## src/rtl/tx_gearbox.sv

```systemverilog
// rtl/tx_gearbox.sv - 66b-to-32b transmit gearbox, 64b/66b half-blocks in, 32-bit transceiver words out
// One pause cycle every 33 drains the 32-bit residue that builds up from the 2-bit headers.
module tx_gearbox #(
  parameter int DATA_WIDTH = 32,
  parameter int HDR_WIDTH  = 2
) (
  input  logic                  i_clk,
  input  logic                  i_reset,
  input  logic [DATA_WIDTH-1:0] i_tx_data,
  input  logic [HDR_WIDTH-1:0]  i_tx_sync_hdr,
  input  logic                  i_tx_data_valid,
  output logic                  o_tx_data_ready,
  output logic [DATA_WIDTH-1:0] o_tx_data,
  output logic                  o_tx_data_valid
);

  localparam int NEW_W = DATA_WIDTH + HDR_WIDTH;
  localparam int CAT_W = 2 * DATA_WIDTH;

  logic [5:0]            seq_cntr;
  logic [5:0]            seq_next;
  logic [5:0]            res_len;
  logic [DATA_WIDTH-1:0] residue;
  logic [NEW_W-1:0]      new_bits;
  logic [CAT_W-1:0]      cat;
  logic                  accept;
  logic                  pause;
  logic                  even;

  // Residue length is implied by the count: 2 bits per header already taken.
  always_comb begin
    pause    = (seq_cntr == 6'd32);
    accept   = o_tx_data_ready && i_tx_data_valid && !pause;
    even     = !seq_cntr[0];
    res_len  = seq_cntr + {5'b0, seq_cntr[0]};
    new_bits = even ? {i_tx_data, i_tx_sync_hdr} : {{HDR_WIDTH{1'b0}}, i_tx_data};
    cat      = ({{(CAT_W-NEW_W){1'b0}}, new_bits} << res_len)
             | {{(CAT_W-DATA_WIDTH){1'b0}}, residue};
    seq_next = seq_cntr;
    if (pause)
      seq_next = 6'd0;
    else if (accept)
      seq_next = seq_cntr + 6'd1;
  end

  always_ff @(posedge i_clk) begin
    if (i_reset) begin
      seq_cntr        <= 6'd0;
      residue         <= '0;
      o_tx_data       <= '0;
      o_tx_data_valid <= 1'b0;
      o_tx_data_ready <= 1'b1;
    end else begin
      seq_cntr        <= seq_next;
      o_tx_data_ready <= (seq_next != 6'd32);
      o_tx_data_valid <= pause || accept;
      if (pause) begin
        o_tx_data <= residue;
        residue   <= '0;
      end else if (accept) begin
        o_tx_data <= cat[DATA_WIDTH-1:0];
        residue   <= cat[CAT_W-1:DATA_WIDTH];
      end
    end
  end

endmodule

```

## config.mk

```make
export PLATFORM = sky130hd
export DESIGN_NAME = tx_gearbox
export DESIGN_NICKNAME = d
export VERILOG_FILES = /design/src/rtl/tx_gearbox.sv
export SDC_FILE = /design/constraint.sdc
export NUM_CORES = 1
export LEC_CHECK = 0
export CORE_MARGIN = 3
export CORE_UTILIZATION = 50
export CTS_BUF_LIST = sky130_fd_sc_hd__clkbuf_2
export CTS_CLUSTER_DIAMETER = 60
export DETAILED_ROUTE_END_ITERATION = 8
export PLACE_DENSITY = 0.83
export SLEW_MARGIN = 10
export SYNTH_ARGS = -nofsm -noshare
export SYNTH_HDL_FRONTEND = slang
export SYNTH_SLANG_ARGS = --single-unit
export TNS_END_PERCENT = 30
```

## constraint.sdc

```tcl
create_clock -name i_clk -period 2.8 [get_ports i_clk]
set_clock_uncertainty 0.05 [all_clocks]
set_input_delay 0.42 -clock i_clk [delete_from_list [all_inputs] [get_ports i_clk]]
set_output_delay 0.42 -clock i_clk [all_outputs]
set_load 0.01 [all_outputs]
```

After elaboration in Yosys (flattened, before gate mapping)
Index checks and enable logic that the tools add are counted.
{"block": "classes", "mux": 5, "n_addsub": 2, "n_reduce_logical": 6, "bitwise": 1, "shift": 1, "n_eq_ne": 2}
{"cell": "$mux 32", "n": 2}
{"cell": "$or 64x32->64", "n": 1}
{"cell": "$shl 34x6->64", "n": 1}
{"cell": "$mux 34", "n": 1}
{"cell": "$mux 6", "n": 2}
{"cell": "$add 6x1->6", "n": 1}
{"cell": "$add 6x1->6 const B", "n": 1}
{"cell": "$eq 6x6->1 const B", "n": 1}
{"cell": "$ne 6x6->1 const B", "n": 1}
{"cell": "$logic_and 1x1->1", "n": 2}
{"cell": "$reduce_bool 2->1", "n": 1}
{"cell": "$reduce_or 2->1", "n": 1}
{"cell": "$logic_not 1->1", "n": 1}
{"cell": "$logic_or 1x1->1", "n": 1}
{"block": "word_totals", "word_cells": 22, "ff_bits": 72, "in_bits": 37}

Longest topological paths before layout
Gate-level depths: netlist of run 1.
{"block": "depth", "word_depth": 6, "ltp_mapped": 14, "mapped_depth_nobuf": 8}

Worst setup path after synthesis of run 1
OpenSTA, ideal clock, no wires.
{"block": "synth_path", "path_type": "register to register", "from": "register seq_cntr[0]", "to": "register o_tx_data[21]", "stages_incl_launch_ff": 13, "path_slack_ns": -0.266, "setup_time_ns": 0.132, "t_required_ns": 2.618, "arrival_time_ns": 2.885, "period_less_slack_ns": 3.066, "path_cell_list": "dfxtp_1 > inv_1 > buf_2 > buf_2 > ha_1 > buf_6 > buf_12 > or3b_2 > o221a_2 > mux4_2 > o2bb2ai_1 > a211oi_1 > nor3_1"}
{"block": "synth_between", "elab_chain_len": 5, "elab_cells_between_ends": 10}
{"element": "from (decl)", "line_no": "20", "rtl": "logic [5:0] seq_cntr;"}
{"element": "from (signal assigned)", "line_no": "54", "rtl": "seq_cntr <= seq_next;"}
{"element": "$add 6x1->6 / $mux 34 (equally long branches)", "line_no": "35, 36"}
{"element": "$shl 34x6->64", "line_no": "37", "rtl": "cat = ({{(CAT_W-NEW_W){1'b0}}, new_bits} << res_len)"}
{"element": "$or 64x32->64", "line_no": "38", "rtl": "| {{(CAT_W-DATA_WIDTH){1'b0}}, residue};"}
{"element": "$mux 32", "line_no": "60", "rtl": "end else if (accept) begin"}
{"element": "$mux 32", "line_no": "57", "rtl": "if (pause) begin"}
{"element": "to (signal assigned)", "line_no": "58", "rtl": "o_tx_data <= residue;"}
{"element": "to (signal assigned)", "line_no": "61", "rtl": "o_tx_data <= cat[DATA_WIDTH-1:0];"}
{"element": "to (decl)", "line_no": "13", "rtl": "output logic [DATA_WIDTH-1:0] o_tx_data,"}
Parallel ways exist; a longest one is shown, timed or not. The select of a mux whose other input is x is not followed.
A chain may end at the register's enable or synchronous reset.

Worst setup path after layout of run 1
{"block": "layout_path", "from": "register seq_cntr[0]", "to": "register residue[3]"}
{"block": "layout_between", "elab_chain_len": 3, "elab_cells_between_ends": 8}
{"element": "$add 6x1->6, or another cell as far along", "line_no": "35", "rtl": "res_len = seq_cntr + {5'b0, seq_cntr[0]};"}
{"element": "$shl 34x6->64 / $logic_not 1->1 (equally long branches)", "line_no": "37, 33"}
{"element": "$or 64x32->64 / $logic_and 1x1->1 (equally long branches)", "line_no": "38, 33"}
{"element": "to (signal assigned)", "line_no": "62", "rtl": "residue <= cat[CAT_W-1:DATA_WIDTH];"}
{"element": "to (decl)", "line_no": "23", "rtl": "logic [DATA_WIDTH-1:0] residue;"}
Parallel ways exist; a longest one is shown, timed or not.

==> out/metrics.csv, run 1 <==
stage;metric;value;unit
floorplanning;coreArea;11000;um^2
drt;ant_nets;0;
timing;post-route-period-util;97.9;%
place;dp_hpwl;17.1;mm
power_and_ir_drop;power_frac_seq;29.9;%
flow_run;maxCapViolCount;0;
power_and_ir_drop;combinationalPowerShare;54.3;%
power_and_ir_drop;clkPwrFrac;15.7;%
clocking;cts-root-buf;clkbuf_2;
place;gp_congestion;0.970;
grt;grt_max_degree;41;
drt;drc_errors;0;
power_and_ir_drop;irDropWorstVdd;0.000439;V
synthesis;synth-main-ff-cell;dfxtp_1;
place;place_ws;24.4;ps
finish;area_growth;27.4;%
floorplanning;io_pins;71;
floorplanning;std_cell_rows;38;
floorplanning;die_w;113;um
drt;routed_via_density;6.76;
synthesis;synth_seq_cells;72;
clocking;hold_buffers;0;
clocking;cts.path.max_buffers;2;
power_and_ir_drop;p_leak;2.83;nW
timing;min_period;2740;ps
synthesis;synth_edf_count;0;
place;dpl-instance-area;6980;um^2
clocking;clkSlewWorstSetupHoldPaths;240;ps
synthesis;synth_cell_types;64;
worst_setup_path;worstSetupEndpointType;flop;
drt;detail_route.wirelength;23.3;mm
timing;worstMarginPinSlew;889;ps
hold_path;holdPathStages;2;
floorplanning;dieArea;12700;um^2
power_and_ir_drop;net-switching-power;1.72;mW
drt;dr.first_iter.drc_count;769;
synthesis;async_flop_share;0;%
synthesis;yosys-top-cells-count;mux2i_1 (92), dfxtp_1 (72), nor2_1 (63);
clocking;cts_max_level;3;
grt;track_usage;35.6;%
synthesis;synthCells;716;
synthesis;seq_area_frac_synth;25.3;%
drt;first_pass_iters;5;
synthesis;synthTopCellsByArea;dfxtp_1 (25%), mux2i_1 (16%), o21ai_0 (4.4%);
timing;setup_viol;0;
worst_setup_path;critical_path_required;3270;ps
timing;slew_viol_final;0;
drt;wl_per_cell;24.3;um
timing;hold_ws;443;ps
timing;fmax;365;MHz
finish;stdcell_area;7270;um^2
timing;fin_setup_tns;0;ps
synthesis;netlist.area_leader.share;25.3;%
timing;setup_slack;57.9;ps
floorplanning;start_util;52.0;%
worst_setup_path;start_kind;flop;
grt;grt_pass1_vias;6277;
power_and_ir_drop;power_density;560;nW/um^2
grt;grt_overflow_total;0;
timing;max_slew_margin;40.4;%
synthesis;synthesis.nets;755;
hold_path;hp-class;flop to flop;
power_and_ir_drop;finalPower;4.07;mW
worst_setup_path;critical_path_class;flop to flop;
finish;diodes;0;
synthesis;synth_top_cell_by_area;dfxtp_1;
grt;antenna_found_initial;0;
worst_setup_path;ff2ff_path_depth;10;
grt;grt_pass1_wl;35.4;mm
clocking;numCtsBuffers;9;
drt;num_vias;6494;
clocking;cts_tree;done;
synthesis;yosys_warnings;0;
floorplanning;die_h;113;um
power_and_ir_drop;p_int;2.36;mW
finish;drive_gt1_share;19.4;%
run_status;status;finished, final reports clean;
clocking;clkLatencyLatePin;590;ps
finish;layout.nets;855;
synthesis;yosysMostFrequentCell;mux2i_1;
worst_setup_path;worstPathMaxFanout;14;
worst_setup_path;critPathArrivalTime;3210;ps
place;port_buffers;70;
timing;hold_viol_final;0;
synthesis;syn_avg_cell_area;7.97;um^2
power_and_ir_drop;swShare;42.2;%
clocking;cts.sinks;72;
synthesis;synth_area;5710;um^2
## layer usage
layer | GRT usage (%) | vias up | part of all wire (%)
met5 | 0 | - | 0
met4 | 16.7 | 0 | 4.5
met3 | 7.22 | 90 | 9.1
met2 | 59.6 | 384 | 48
met1 | 44.0 | 3098 | 39
li1 | - | 2922 | -
## cells in the final DEF (no fill, tap or decap), drive strengths merged, types with 6 or more instances in the layout
| cell | count |
|---|---|
| nor2 | 63 |
| and3 | 13 |
| mux4 | 6 |
| nand2 | 61 |
| nand3 | 23 |
| nor3 | 30 |
| inv | 9 |
| clkbuf | 12 |
| a22oi | 13 |
| o21ai | 52 |
| clkdlybuf4s50 | 70 |
| o22ai | 19 |
| xnor2 | 6 |
| a31oi | 17 |
| o211ai | 15 |
| mux2 | 17 |
| buf | 82 |
| a21oi | 41 |
| dfxtp | 72 |
| o31ai | 6 |
| mux2i | 92 |
| a211oi | 19 |
| a32oi | 8 |
## repair_timing
action                     in CTS  in global routing
setup endpoints to repair       1                 43
buffers inserted                0                  3
gates resized for setup         2                 18
cloned                          0                  2
pin swaps                       0                  2
## state kept, by name, indices dropped and copies added, names as in the netlist
register	flops
o_tx_data	32
residue	32
seq_cntr	6
o_tx_data_ready	1
o_tx_data_valid	1
## critical path, stage by stage, from the launching register on
cell     delay (ps)
dfxtp_2         390
inv_1            80
ha_4            340
buf_12          170
buf_4           200
mux2i_2         270
mux2i_1         150
mux2_2          340
mux2i_1         260
a21oi_1         150
o221a_2         260
## power groups by stage
stage          sequential [mW]  combinational, mW  clock [mW]
5_1_grt                   1.23               2.34       0.696
3_5_place_dp              1.24               2.05           0
6_report                  1.22               2.21       0.641
4_1_cts                   1.22               2.06       0.652
3_3_place_gp              1.23               2.03           0
2_1_floorplan             1.26               1.19           0
## area by class of cell
type	instances	area, um^2
Clock inverter	6	67.6
Sequential cell	72	1440
Multi-Input combinational cell	571	4040
Inverter	8	30.0
Clock buffer	10	50.0
Fill cell	941	3710
Tap cell	140	175
Timing Repair Buffer	154	1470
## metrics by stage
step,instances,util (%)
floorplan,716,-
global placement,940,63.6
detailed placement,940,63.6
CTS,956,64.8
global route,961,66.2
finish,961,66.2
## kinds of logic after synthesis
| kind of cell | Yosys count | share of synthesized area [%] |
|---|---|---|
| flops | 72 | 25.3 |
| xor+xnor | 11 | 2.15 |
| compound gates | 227 | 26.3 |
| mux | 115 | 21.9 |
| fa+ha+maj | 2 | 0.438 |
| buf+inv | 73 | 6.44 |
| simple gates | 216 | 17.6 |
## worst paths after layout
check,to,start,slack [ps]
hold / removal,residue[5],residue[5],440
setup reg to reg,residue[3],seq_cntr[0],60
setup / recovery,residue[3],seq_cntr[0],60
hold reg to reg,residue[5],residue[5],440
Note: power is estimated with default switching activity, not from simulation.
==> inputs of run 2 (changes only) <==
--- a/config.mk
+++ b/config.mk
@@ -8,9 +8,9 @@
 export CORE_MARGIN = 3
 export CORE_UTILIZATION = 50
 export CTS_BUF_LIST = sky130_fd_sc_hd__clkbuf_2
-export CTS_CLUSTER_DIAMETER = 60
 export DETAILED_ROUTE_END_ITERATION = 8
 export PLACE_DENSITY = 0.83
+export SKIP_LAST_GASP = 1
 export SLEW_MARGIN = 10
 export SYNTH_ARGS = -nofsm -noshare
 export SYNTH_HDL_FRONTEND = slang
==> out/metrics.csv, run 2 (synthesized netlist as in run 1, its figures left out) <==
stage;metric;value;unit;change
power_and_ir_drop;power_density;560;nW/um^2;about the same
finish;diodes;0;;unchanged
run_status;status;finished, final reports clean;;unchanged
power_and_ir_drop;p_leak;2.82;nW;was 2.83 nW
timing;fmax;365;MHz;about the same
place;port_buffers;70;;unchanged
timing;rsz0062_at_grt;yes;;
finish;layout_common_cells;mux2i_1 (83), buf_4 (73), dfxtp_1 (71), clkdlybuf4s50_1 (70), nor2_1 (62);;unchanged
timing;hold_ws;444;ps;was 443 ps
floorplanning;dieArea;12700;um^2;unchanged
clocking;hold_buffers;0;;unchanged
floorplanning;std_cell_rows;38;;unchanged
clocking;cts-root-buf;clkbuf_2;;unchanged
worst_setup_path;worstSetupEndpointType;flop;;unchanged
worst_setup_path;critical_path_class;flop to flop;;unchanged
grt;grt_pass1_vias;6277;;unchanged
timing;min_period;2740;ps;about the same
drt;drc_errors;0;;unchanged
finish;regArea;1440;um^2;unchanged
finish;layout.nets;855;;unchanged
timing;fin_setup_tns;0;ps;unchanged
floorplanning;coreArea;11000;um^2;unchanged
timing;setup_viol;0;;unchanged
floorplanning;die_h;113;um;unchanged
timing;slew_viol_final;0;;unchanged
worst_setup_path;critPathArrivalTime;3210;ps;about the same
grt;grt_pass1_wl;35.4;mm;unchanged
timing;setup_slack;62.4;ps;was 57.9 ps
worst_setup_path;slowest_stage;dfxtp_2;;unchanged
timing;post-route-period-util;97.8;%;was 97.9%
drt;first_pass_iters;6;;was 5
timing;max_slew_margin;40.1;%;was 40.4%
grt;antenna_found_initial;0;;unchanged
worst_setup_path;start_kind;flop;;unchanged
power_and_ir_drop;irDropWorstVdd;0.000438;V;was 0.000439 V
clocking;clkLatencyLatePin;600;ps;was 590 ps
clocking;cts.path.max_buffers;2;;unchanged
worst_setup_path;path_cells;inv_1 -> ha_4 -> buf_12 -> buf_4 -> mux2i_2 -> mux2i_1 -> mux2_2 -> mux2i_1 -> a21oi_1 -> o221a_2;;unchanged
drt;detail_route.wirelength;23.2;mm;was 23.3 mm
grt;track_usage;35.6;%;unchanged
worst_setup_path;worstPathMaxFanout;14;;unchanged
drt;wl_per_cell;24.2;um;was 24.3 um
clocking;clkSlewWorstSetupHoldPaths;250;ps;was 240 ps
drt;dr.first_iter.drc_count;803;;was 769
floorplanning;die_w;113;um;unchanged
worst_setup_path;slowest_delay;400;ps;was 390 ps
clocking;numCtsBuffers;9;;unchanged
finish;final_common_cell;mux2i_1;;unchanged
place;gp_congestion;0.970;;unchanged
finish;area_growth;27.4;%;about the same
drt;num_vias;6500;;was 6494
drt;routed_via_density;6.76;;about the same
timing;worstMarginPinSlew;893;ps;was 889 ps
clocking;cts.sinks;72;;unchanged
worst_setup_path;critical_path_required;3270;ps;about the same
clocking;cts_max_level;3;;unchanged
grt;grt_max_degree;41;;unchanged
finish;reg.largest.list;o_tx_data x32, residue x32, seq_cntr x6;;unchanged
finish;drive_gt1_share;19.4;%;unchanged
flow_run;maxCapViolCount;0;;unchanged
floorplanning;start_util;52.0;%;unchanged
floorplanning;io_pins;71;;unchanged
clocking;cts_tree;done;;unchanged
hold_path;hp-class;flop to flop;;unchanged
worst_setup_path;path_common_cell;mux2i_1;;unchanged
finish;multi_input_area;4030;um^2;was 4040 um^2
place;place_ws;24.4;ps;unchanged
finish;utilization;66.2;%;about the same
finish;fill_cells;943;;was 941
grt;grt_overflow_total;0;;unchanged
timing;hold_viol_final;0;;unchanged
place;dp_hpwl;17.1;mm;unchanged
drt;ant_nets;0;;unchanged
[run 2: routing by layer]
metal | track usage [%] | wire [um]
met5 | 0 | 0
met4 | 16.7 | 1190
met3 | 7.22 | 2140
met2 | 59.6 | 11000
met1 | 44.0 | 8890
[run 2: metrics by stage]
step | power [mW] | cell area (um^2) | instances
2_1_floorplan | 2.45 | 5740 | 716
3_3_place_gp | 3.26 | 6980 | 940
3_5_place_dp | 3.29 | 6980 | 940
4_1_cts | 3.93 | 7110 | 956
5_1_grt | 4.27 | 7270 | 961
6_report | 4.07 | 7270 | 961
[run 2: cell type report]
type / count / area share [%]
Clock buffer: 10 / 0.688
Tap cell: 140 / 2.41
Inverter: 8 / 0.413
Sequential cell: 72 / 19.8
Timing Repair Buffer: 154 / 20.3
Multi-Input combinational cell: 571 / 55.4
Clock inverter: 6 / 0.929
[run 2: worst paths after layout]
path	start	endpoint	slack (ps)	cells after the start
worst max-delay path	seq_cntr[0]	residue[3]	60	10
worst min-delay path	residue[5]	residue[5]	440	2
worst max register to register	seq_cntr[0]	residue[3]	60	10
worst min register to register	residue[5]	residue[5]	440	2
[run 2: power by group]
| group | switching [mW] | internal (mW) | leakage [nW] |
|---|---|---|---|
| logic | 1.21 | 0.992 | 2.16 |
| registers | 0.0698 | 1.15 | 0.592 |
| clock network | 0.433 | 0.212 | 0.0685 |
| total | 1.72 | 2.35 | 2.82 |
[run 2: worst max-delay path: cells and delay by family, from the launching register on]
kind                     cells  cell delay [ps]
adder cells (fa/ha/maj)      1              340
multiplexers                 4             1020
flip-flops                   1              400
buffers and inverters        3              450
AO/OA/AOI/OAI                2              400
[run 2: what timing repair did]
item | CTS | global route
setup buffers | 0 | 3
cloned | 0 | 2
pin swaps | 0 | 2
hold endpoints to repair | 0 | 0
gates resized for setup | 2 | 17
setup endpoints to repair | 1 | 43
==> inputs of run 3 (changes only) <==
--- a/config.mk
+++ b/config.mk
@@ -5,6 +5,8 @@
 export SDC_FILE = /design/constraint.sdc
 export NUM_CORES = 1
 export LEC_CHECK = 0
+export CAP_MARGIN = 20
+export CORE_ASPECT_RATIO = 1.1
 export CORE_MARGIN = 3
 export CORE_UTILIZATION = 50
 export CTS_BUF_LIST = sky130_fd_sc_hd__clkbuf_2
==> out/metrics.csv, run 3 (synthesized netlist as in run 1, its figures left out) <==
stage;metric;value;unit;change
drt;drc_errors;0;;unchanged
clocking;numCtsBuffers;9;;unchanged
clocking;clkSlewWorstSetupHoldPaths;240;ps;was 250 ps
grt;grt_pass1_vias;6024;;was 6277
timing;max_slew_margin;46.2;%;was 40.1%
timing;post-route-period-util;98.3;%;was 97.8%
worst_setup_path;rr_startpoint;seq_cntr[0];;unchanged
finish;reg.largest.list;o_tx_data x32, residue x32, seq_cntr x6;;unchanged
clocking;cts.path.max_buffers;2;;unchanged
run_status;status;finished, final reports clean;;unchanged
floorplanning;coreArea;11000;um^2;about the same
finish;area_growth;27.2;%;was 27.4%
floorplanning;io_pins;71;;unchanged
finish;drive_gt1_share;19.8;%;was 19.4%
floorplanning;die_h;118;um;was 113 um
grt;antenna_found_initial;1;;was 0
clocking;cts_tree;done;;unchanged
floorplanning;die_w;108;um;was 113 um
finish;layoutNonFillerInstCount;976;;was 961
drt;num_vias;6421;;was 6500
timing;slew_viol_final;0;;unchanged
worst_setup_path;ff2ff_path_depth;11;;was 10
place;port_buffers;70;;unchanged
grt;grt_max_degree;52;;was 41
grt;track_usage;35.4;%;was 35.6%
worst_setup_path;r2r-end;o_tx_data[31];;was residue[3]
grt;grt_overflow_total;0;;unchanged
timing;setup_slack;47.4;ps;was 62.4 ps
worst_setup_path;cp-endpoint;o_tx_data[31];;was residue[3]
timing;hold_viol_final;0;;unchanged
power_and_ir_drop;irDropWorstVdd;0.000340;V;was 0.000438 V
drt;detail_route.wirelength;22.7;mm;was 23.2 mm
worst_setup_path;critical_path_class;flop to flop;;unchanged
hold_path;hp-class;flop to flop;;unchanged
worst_setup_path;start_kind;flop;;unchanged
finish;layout.nets;862;;was 855
grt;grt_pass1_wl;35.0;mm;was 35.4 mm
place;gp_congestion;1.10;;was 0.970
worst_setup_path;crit_start;seq_cntr[0];;unchanged
clocking;cts-root-buf;clkbuf_2;;unchanged
drt;routed_via_density;6.58;;was 6.76
finish;layout_common_cells;buf_4 (86), mux2i_1 (83), dfxtp_1 (71), clkdlybuf4s50_1 (70), nor2_1 (62);;was mux2i_1 (83), buf_4 (73), dfxtp_1 (71), clkdlybuf4s50_1 (70), nor2_1 (62)
drt;ant_nets;0;;unchanged
timing;setup_viol;0;;unchanged
clocking;cts_max_level;3;;unchanged
clocking;cts.sinks;72;;unchanged
floorplanning;std_cell_rows;40;;was 38
drt;first_pass_iters;6;;unchanged
power_and_ir_drop;p_leak;2.85;nW;was 2.82 nW
drt;wl_per_cell;23.2;um;was 24.2 um
clocking;clkLatencyLatePin;560;ps;was 600 ps
floorplanning;start_util;51.8;%;was 52.0%
finish;final_common_cell;buf_4;;was mux2i_1
worst_setup_path;reg2reg_slack;50;ps;was 60 ps
clocking;hold_buffers;0;;unchanged
timing;fmax;363;MHz;was 365 MHz
timing;rsz0062_at_grt;yes;;unchanged
timing;min_period;2750;ps;was 2740 ps
floorplanning;dieArea;12700;um^2;about the same
power_and_ir_drop;power_density;564;nW/um^2;was 560 nW/um^2
worst_setup_path;critPathArrivalTime;3160;ps;was 3210 ps
place;dp.cells;958;;was 940
flow_run;maxCapViolCount;0;;unchanged
place;place_ws;-111;ps;was 24.4 ps
place;dp_hpwl;17.3;mm;was 17.1 mm
worst_setup_path;worstPathMaxFanout;31;;was 14
worst_setup_path;critical_path_required;3200;ps;was 3270 ps
worst_setup_path;worstSetupEndpointType;flop;;unchanged
drt;dr.first_iter.drc_count;713;;was 803
timing;worstMarginPinSlew;805;ps;was 893 ps
finish;utilization;65.9;%;was 66.2%
run 3: final cells by class:
class                   count  area [um^2]
diodes                      1         2.50
clock inverters             7         96.3
well taps                 147          184
repair buffers            161         1450
multi-input cells         571         4010
fillers                   961         3750
flip-flops and latches     72         1440
clock buffers               9         45.0
inverters                   8         30.0
run 3: how the worst min path moves through the flow:
stage / to / depth (start not counted) / start
after floorplan: o_tx_data[26] / 2 / residue[26]
after global placement: o_tx_data[16] / 2 / o_tx_data[16]
after detailed placement: o_tx_data[19] / 2 / o_tx_data[19]
after CTS: residue[5] / 2 / residue[5]
after global routing: o_tx_data[9] / 2 / o_tx_data[9]
final: residue[5] / 2 / residue[5]
run 3: critical path: stages, from the launching register on:
cell and delay (ps):
dfxtp_2 380, buf_4 170, ha_1 240, buf_4 180, buf_4 170, xnor2_2 220, buf_12 240, buf_4 210
nand2_1 130, o22ai_1 280, nor4_1 140, o31a_1 240
run 3: where the power goes:
group          leakage [nW]  total [mW]  internal, mW  switching (mW)
combinational          2.17        2.17         0.962            1.21
sequential            0.592        1.22          1.15          0.0683
clock                0.0858       0.709         0.297           0.412
total                  2.85        4.09          2.41            1.69
run 3: per-layer routing:
metal / up-vias / track usage [%] / part of all wire (%)
met5: - / 0 / 0
met4: 0 / 15.0 / 4.6
met3: 60 / 5.76 / 9.1
met2: 403 / 53.8 / 45
met1: 3024 / 49.3 / 41
li1: 2934 / - / -
run 3: through the flow:
stage / TNS [ps] / hold WS (ps) / area, um^2 / power [mW]
6_report: 0 / 450 / 7260 / 4.09
5_1_grt: -574 / 487 / 7260 / 4.28
4_1_cts: -185 / 451 / 7210 / 4.02
3_5_place_dp: -144 / 413 / 7050 / 3.30
3_3_place_gp: -18.6 / 408 / 7050 / 3.28
2_1_floorplan: 0 / 393 / 5740 / 2.45
run 3: what timing repair did:
action                                  CTS  global route
buffers inserted                          0             1
pin swaps                                 0             2
endpoints found under the setup margin   12            50
gates resized for setup                   6             9
